$ cat config.mk
export PLATFORM = sky130hd
export DESIGN_NAME = memory_round_ctrl_flat
export DESIGN_NICKNAME = d
export VERILOG_FILES = /design/src/rtl/memory_round_ctrl_pkg.sv /design/src/rtl/memory_round_ctrl_if.sv /design/src/rtl/memory_round_ctrl_key_debounce.sv /design/src/rtl/memory_round_ctrl.sv /design/src/flat_wrapper.sv
export SDC_FILE = /design/constraint.sdc
export NUM_CORES = 1
export LEC_CHECK = 0
export ABC_AREA = 1
export BUFFER_PORTS_ARGS = -buffer_cell sky130_fd_sc_hd__buf_4
export CORE_AREA = 2 2 102 104
export CTS_CLUSTER_SIZE = 14
export DETAILED_ROUTE_END_ITERATION = 6
export DIE_AREA = 0 0 104 106
export PLACE_DENSITY = 0.82
export SLEW_MARGIN = 20
export SYNTH_ARGS = -nofsm -noshare
export SYNTH_HDL_FRONTEND = slang
export SYNTH_HIERARCHICAL = 1
export SYNTH_SLANG_ARGS = --single-unit
$ cat constraint.sdc
create_clock -name clk -period 3.6 [get_ports clk]
set_input_delay 0.72 -clock clk [delete_from_list [all_inputs] [get_ports clk]]
set_output_delay 0.72 -clock clk [all_outputs]
set_load 0.005 [all_outputs]
$ cat src/rtl/memory_round_ctrl_pkg.sv
// Shared types and constants for the memory-game round sequencer.
package memory_pkg;

  typedef enum logic [2:0] {
    ST_IDLE,
    ST_SHOW,
    ST_ASK,
    ST_JUDGE1,
    ST_JUDGE2,
    ST_DONE
  } state_t;

  localparam logic [2:0] DS_SCORE = 3'd0;
  localparam logic [2:0] DS_SHOW  = 3'd1;
  localparam logic [2:0] DS_ASK   = 3'd2;
  localparam logic [2:0] DS_JUDGE = 3'd3;
  localparam logic [2:0] DS_DONE  = 3'd4;

  localparam logic [7:0] LFSR_SEED = 8'hA5;
  // Taps at bits 8,6,5,4 (1-based) of a maximal-length 8-bit Fibonacci LFSR.
  localparam logic [7:0] LFSR_TAPS = 8'hB8;

  function automatic logic [7:0] lfsr_next(input logic [7:0] v);
    return {v[6:0], ^(v & LFSR_TAPS)};
  endfunction

endpackage

$ cat src/rtl/memory_round_ctrl_if.sv
// Player keys and start in, scoring strobe and display status out.
interface memory_round_ctrl_if;
  logic       start;
  logic       key_yes_n;
  logic       key_no_n;
  logic       input_key;
  logic       exist;
  logic [2:0] display_state;
  logic [3:0] symbol;
  logic [6:0] round;

  modport master (
    output start, key_yes_n, key_no_n,
    input  input_key, exist, display_state, symbol, round
  );

  modport slave (
    input  start, key_yes_n, key_no_n,
    output input_key, exist, display_state, symbol, round
  );
endinterface

$ cat src/rtl/memory_round_ctrl_key_debounce.sv
// Raw active-low key -> 2-flop sync -> stability counter -> one-cycle press pulse.
// A stable press pulses DEBOUNCE_CYCLES+2 cycles after the pin falls; no backpressure.
module key_debounce #(
  parameter int DEBOUNCE_CYCLES = 500_000
) (
  input  logic clk,
  input  logic reset,
  input  logic key_n,
  output logic press
);
  localparam int CW = $clog2(DEBOUNCE_CYCLES + 1);

  logic          sync1;
  logic          sync2;
  logic          level;
  logic [CW-1:0] cnt;

  always_ff @(posedge clk or posedge reset) begin
    if (reset) begin
      sync1 <= 1'b1;
      sync2 <= 1'b1;
      level <= 1'b1;
      cnt   <= '0;
      press <= 1'b0;
    end else begin
      sync1 <= key_n;
      sync2 <= sync1;
      press <= 1'b0;
      // Any return to the accepted level restarts the stability window.
      if (sync2 == level) begin
        cnt <= '0;
      end else if (cnt == CW'(DEBOUNCE_CYCLES - 1)) begin
        level <= sync2;
        cnt   <= '0;
        press <= ~sync2;
      end else begin
        cnt <= cnt + 1'b1;
      end
    end
  end
endmodule

$ cat src/rtl/memory_round_ctrl.sv
// Memory-game round sequencer: show symbol, take one answer, judge vs history, emit one strobe.
// Strobe lands 2 cycles after an accepted press pulse; presses outside ASK are dropped.
module memory_round_ctrl
  import memory_pkg::*;
#(
  parameter int SHOW_CYCLES     = 50_000_000,
  parameter int DEBOUNCE_CYCLES = 500_000,
  parameter int MAX_ROUNDS      = 99
) (
  input logic                clk,
  input logic                reset,
  memory_round_ctrl_if.slave bus
);
  localparam int         TW    = $clog2(SHOW_CYCLES + 1);
  localparam logic [6:0] MAX_R = 7'(MAX_ROUNDS);

  state_t        state;
  logic [7:0]    lfsr;
  logic [15:0]   history;
  logic [TW-1:0] timer;
  logic          press_yes;
  logic          press_no;
  logic          one_press;

  key_debounce #(.DEBOUNCE_CYCLES(DEBOUNCE_CYCLES)) u_key_yes (
    .clk   (clk),
    .reset (reset),
    .key_n (bus.key_yes_n),
    .press (press_yes)
  );

  key_debounce #(.DEBOUNCE_CYCLES(DEBOUNCE_CYCLES)) u_key_no (
    .clk   (clk),
    .reset (reset),
    .key_n (bus.key_no_n),
    .press (press_no)
  );

  // Simultaneous presses cancel out.
  assign one_press = press_yes ^ press_no;

  always_ff @(posedge clk or posedge reset) begin
    if (reset) lfsr <= LFSR_SEED;
    else       lfsr <= lfsr_next(lfsr);
  end

  always_ff @(posedge clk or posedge reset) begin
    if (reset) begin
      state             <= ST_IDLE;
      bus.input_key     <= 1'b1;
      bus.exist         <= 1'b0;
      bus.display_state <= DS_SCORE;
      bus.symbol        <= 4'd0;
      bus.round         <= 7'd0;
      history           <= 16'd0;
      timer             <= '0;
    end else begin
      case (state)
        ST_IDLE, ST_DONE: begin
          if (bus.start) begin
            history           <= 16'd0;
            bus.round         <= 7'd0;
            bus.symbol        <= lfsr[3:0];
            timer             <= TW'(SHOW_CYCLES - 1);
            state             <= ST_SHOW;
            bus.display_state <= DS_SHOW;
          end
        end
        ST_SHOW: begin
          if (timer == '0) begin
            state             <= ST_ASK;
            bus.display_state <= DS_ASK;
          end else begin
            timer <= timer - 1'b1;
          end
        end
        ST_ASK: begin
          // exist settles a full cycle before the strobe falls.
          if (one_press) begin
            bus.exist         <= (press_yes == history[bus.symbol]);
            state             <= ST_JUDGE1;
            bus.display_state <= DS_JUDGE;
          end
        end
        ST_JUDGE1: begin
          bus.input_key <= 1'b0;
          state         <= ST_JUDGE2;
        end
        ST_JUDGE2: begin
          bus.input_key           <= 1'b1;
          history[bus.symbol]     <= 1'b1;
          if (bus.round != MAX_R) bus.round <= bus.round + 7'd1;
          if (bus.round >= MAX_R - 7'd1) begin
            state             <= ST_DONE;
            bus.display_state <= DS_DONE;
          end else begin
            bus.symbol        <= lfsr[3:0];
            timer             <= TW'(SHOW_CYCLES - 1);
            state             <= ST_SHOW;
            bus.display_state <= DS_SHOW;
          end
        end
        default: begin
          state             <= ST_IDLE;
          bus.display_state <= DS_SCORE;
        end
      endcase
    end
  end
endmodule

$ cat src/flat_wrapper.sv
// flat-port wrapper written by rule: the top's interface ports become plain ports
module memory_round_ctrl_flat import memory_pkg::*;
#(
  parameter int SHOW_CYCLES     = 50_000_000,
  parameter int DEBOUNCE_CYCLES = 500_000,
  parameter int MAX_ROUNDS      = 99
)
  (clk, reset, bus_start, bus_key_yes_n, bus_key_no_n, bus_input_key, bus_exist, bus_display_state, bus_symbol, bus_round);
  memory_round_ctrl_if bus_i ();
  input logic clk;
  input logic reset;
  input wire logic [$bits(bus_i.start)-1:0] bus_start;
  input wire logic [$bits(bus_i.key_yes_n)-1:0] bus_key_yes_n;
  input wire logic [$bits(bus_i.key_no_n)-1:0] bus_key_no_n;
  output wire logic [$bits(bus_i.input_key)-1:0] bus_input_key;
  output wire logic [$bits(bus_i.exist)-1:0] bus_exist;
  output wire logic [$bits(bus_i.display_state)-1:0] bus_display_state;
  output wire logic [$bits(bus_i.symbol)-1:0] bus_symbol;
  output wire logic [$bits(bus_i.round)-1:0] bus_round;
  assign bus_i.start = bus_start;
  assign bus_i.key_yes_n = bus_key_yes_n;
  assign bus_i.key_no_n = bus_key_no_n;
  assign bus_input_key = bus_i.input_key;
  assign bus_exist = bus_i.exist;
  assign bus_display_state = bus_i.display_state;
  assign bus_symbol = bus_i.symbol;
  assign bus_round = bus_i.round;
  memory_round_ctrl #(.SHOW_CYCLES(SHOW_CYCLES), .DEBOUNCE_CYCLES(DEBOUNCE_CYCLES), .MAX_ROUNDS(MAX_ROUNDS)) u_core (.clk(clk), .reset(reset), .bus(bus_i));
endmodule
==> flow_summary.yaml <==
pwr:
  leakage_nw: 3.29
  power_density_nw_per_um2: 590
  ir_drop_uv: 475
detailed_routing:
  drc_errors: 0
  detail-route-antenna-nets: 0
  dr.pass1.iters: 5
  routed_wl_mm: 13.4
  wl_per_cell_um: 13.3
  vias: 5311
  drt_iter0_markers: 324
  via_per_inst: 5.28
timing:
  rsz0062_at_grt: "no"
  worst_pin_slew_ns: 0.926
  drv_slew: 0
  holdWs_ns: 0.229
  clock_skew_ns: 0.00609
  final_hold_viol_count: 0
  max_freq_mhz: 413
  min_period_ns: 2.42
  fin_setup_tns_ns: 0
  setup_viol: 0
  finalCritPeriodShare_pct: 67.2
  maxSlewHeadroom_pct: 38.1
worst_setup_path:
  path_max_fanout: 35
  cp.arrival_ns: 2.85
  path_class: "reg2reg"
  start_kind: "flip-flop"
  r2r_setup_slack_ns: 1.18
  critPathCaptureType: "flip-flop"
  r2r_start: "u_core/state[0]$_DFFE_PP0P_"
  critPathRequiredTime_ns: 4.03
  cp-startpoint: "u_core/state[0]$_DFFE_PP0P_"
  ff2ff_path_depth: 8
final_layout:
  fillers: 786
  fin_nets: 867
  areaGrowthSynthToFinish_pct: 13.0
  layout-drive-gt1-share_pct: 17.1
  antenna_cells: 0
  layout.cells.non_filler: 1006
yosys:
  mappedNetlistArea_um2: 6330
  syn_area_per_cell_um2: 7.67
  synth.distinct_cells: 39
  synth_top_area_share_pct: 41.1
  ys_seq_elements: 115
  synth_largest_area_cell: "dfrtp_1"
  synth-main-ff-cell: "dfrtp_1"
  synthTopCellsByCount: "nand2_1 (233), nor2_1 (114), dfrtp_1 (104), inv_1 (83), nand3_1 (63)"
  synth.yosys.seq_area_share_pct: 45.6
  ys_async_sr_fraction_pct: 100
  yosys-top-cells-area: "dfrtp_1 (41%), nand2_1 (14%), nor2_1 (6.8%), nand3_1 (5.0%), inv_1 (4.9%)"
  yosys_warnings: 6
  synth_edf_count: 0
  syn_inst: 826
  synth.most_common_cell: "nand2_1"
  syn_nets: 836
global_route:
  grt_pass1_wl_mm: 23.1
  grt_use_total_pct: 26.0
  grt-ovfl-total: 0
  antenna_found_initial: 0
  grt_pass1_vias: 5125
  grt_max_degree: 49
clock_tree:
  cts_max_level: 4
  cts_hold_buf: 0
  clkTransAtPathRegs_ns: 0.06
  cts_buffers: 17
  post_cts_resized: 0
  insertion_delay_ns: 0.52
  clockRootBuffer: "clkbuf_8"
  cts.sinks: 115
  cts_setup_buffers: 0
  cts_buffer_depth: 2
  cts_tree: "yes"
floorplan:
  fp.coreArea_um2: 10000
  chipWidth_um: 104
  row_count: 37
  start_util_pct: 63.4
  ios: 21
  fp.dieArea_um2: 11000
  die_h_um: 106
flow_run:
  maxCapViolations: 0
placement:
  gp_congestion: 0.922
  place_inst: 974
  dpl.hpwl_mm: 9.33
  numPortBuffers: 20
min_path:
  min_path_type: "in2async"
outcome:
  status: "finished, final reports clean"
-- routing by layer --
metal	global-route usage (%)	share of wire, %	up-vias
li1	-	-	2661
met2	44.8	51	117
met4	8.78	1.2	0
met5	0	0	-
met3	5.70	4.0	13
met1	32.6	44	2520
-- where the power goes --
part           switching, mW  internal [mW]  total [mW]  leakage [nW]
clock                  0.598          0.945        1.54         0.262
combinational          0.743          0.331        1.07          1.53
sequential             0.151           1.45        1.60          1.50
-- cell families after synthesis --
| kind of cell | count (synthesis) | synth area share, % |
|---|---|---|
| buffers and inverters | 105 | 6.79 |
| AOI/OAI and AO/OA | 77 | 7.17 |
| and+or+nand+nor | 493 | 34.9 |
| adders and majority gates | 5 | 0.988 |
| xor gates and xnor gates | 31 | 4.52 |
| DFF | 115 | 45.6 |
-- placed cells by master, fill, tap and decap left out, types with 3 or more instances in the layout --
cell type / synthesis / routed
clkinv_2: 0 / 5
nor2_1: 114 / 114
o21a_1: 3 / 3
xor2_1: 22 / 22
nand4_1: 10 / 10
clkbuf_16: 0 / 16
inv_1: 83 / 82
nor2_4: 9 / 9
o21ai_2: 10 / 10
a21oi_1: 13 / 13
o22ai_1: 6 / 6
o21ai_1: 11 / 11
nand3_1: 63 / 63
nand3_2: 3 / 3
o21ai_0: 28 / 28
nand2_2: 17 / 17
ha_1: 5 / 5
nor3b_2: 4 / 4
clkbuf_8: 0 / 3
buf_4: 1 / 22
nor2_2: 22 / 22
inv_2: 11 / 12
clkinvlp_4: 0 / 5
xnor2_1: 7 / 7
dfrtp_1: 104 / 104
nor3_1: 12 / 11
nand2_1: 233 / 233
dfstp_2: 11 / 11
-- final cells by class --
| cell class | instances | area [um^2] | area share [%] |
|---|---|---|---|
| clock inverters | 13 | 110 | 1.54 |
| flip-flops and latches | 115 | 2890 | 40.4 |
| repair buffers | 22 | 165 | 2.31 |
| clock buffers | 19 | 442 | 6.17 |
| inverters | 95 | 362 | 5.05 |
| well taps | 136 | 170 | 2.38 |
| multi-input cells | 606 | 3020 | 42.2 |
-- sequential cells by signal, indices dropped and copies added, names as in the netlist --
name / flops
u_core/u_key_yes/level: 1
u_core/lfsr: 8
u_core/u_key_no/cnt: 19
u_core/u_key_no/level: 1
u_core/u_key_yes/cnt: 19
u_core/u_key_no/sync2: 1
u_core/bus.input_key: 1
u_core/bus.exist: 1
u_core/bus.display_state: 3
u_core/u_key_yes/sync2: 1
u_core/u_key_no/press: 1
u_core/u_key_yes/press: 1
u_core/state: 3
u_core/bus.round: 7
u_core/u_key_yes/sync1: 1
u_core/u_key_no/sync1: 1
u_core/history: 16
u_core/bus.symbol: 4
u_core/timer: 26
-- final timing paths --
path                                                        end
worst max-delay path                u_core/timer[0]$_DFFE_PP0P_
min in group clk                u_core/u_key_no/sync1$_DFF_PP1_
worst max register to register      u_core/timer[0]$_DFFE_PP0P_
worst min register to register         u_core/lfsr[7]$_DFF_PP1_
worst min-delay path                   u_core/lfsr[6]$_DFF_PP0_
max in group asynchronous          u_core/timer[19]$_DFFE_PP0P_
-- worst max-delay path, stage by stage, from the launching register on --
cell and delay (ns):
dfrtp_1 0.42, inv_2 0.14, nor3_2 0.05, buf_4 0.22, inv_1 0.34, nor2_4 0.08
nor2_4 0.70, inv_6 0.14, o21ai_0 0.22
-- stage by stage --
stage	area [um^2]	worst slack, ns	power, mW	util [%]
6_report	7160	1.18	4.22	71.6
4_1_cts	7160	1.22	4.23	71.6
3_5_place_dp	6610	1.23	2.68	66.1
5_1_grt	7160	0.990	4.49	71.6
3_3_place_gp	6610	1.38	2.61	66.1
2_1_floorplan	6330	1.15	2.46	-
Power figures use the tool's default switching activity.
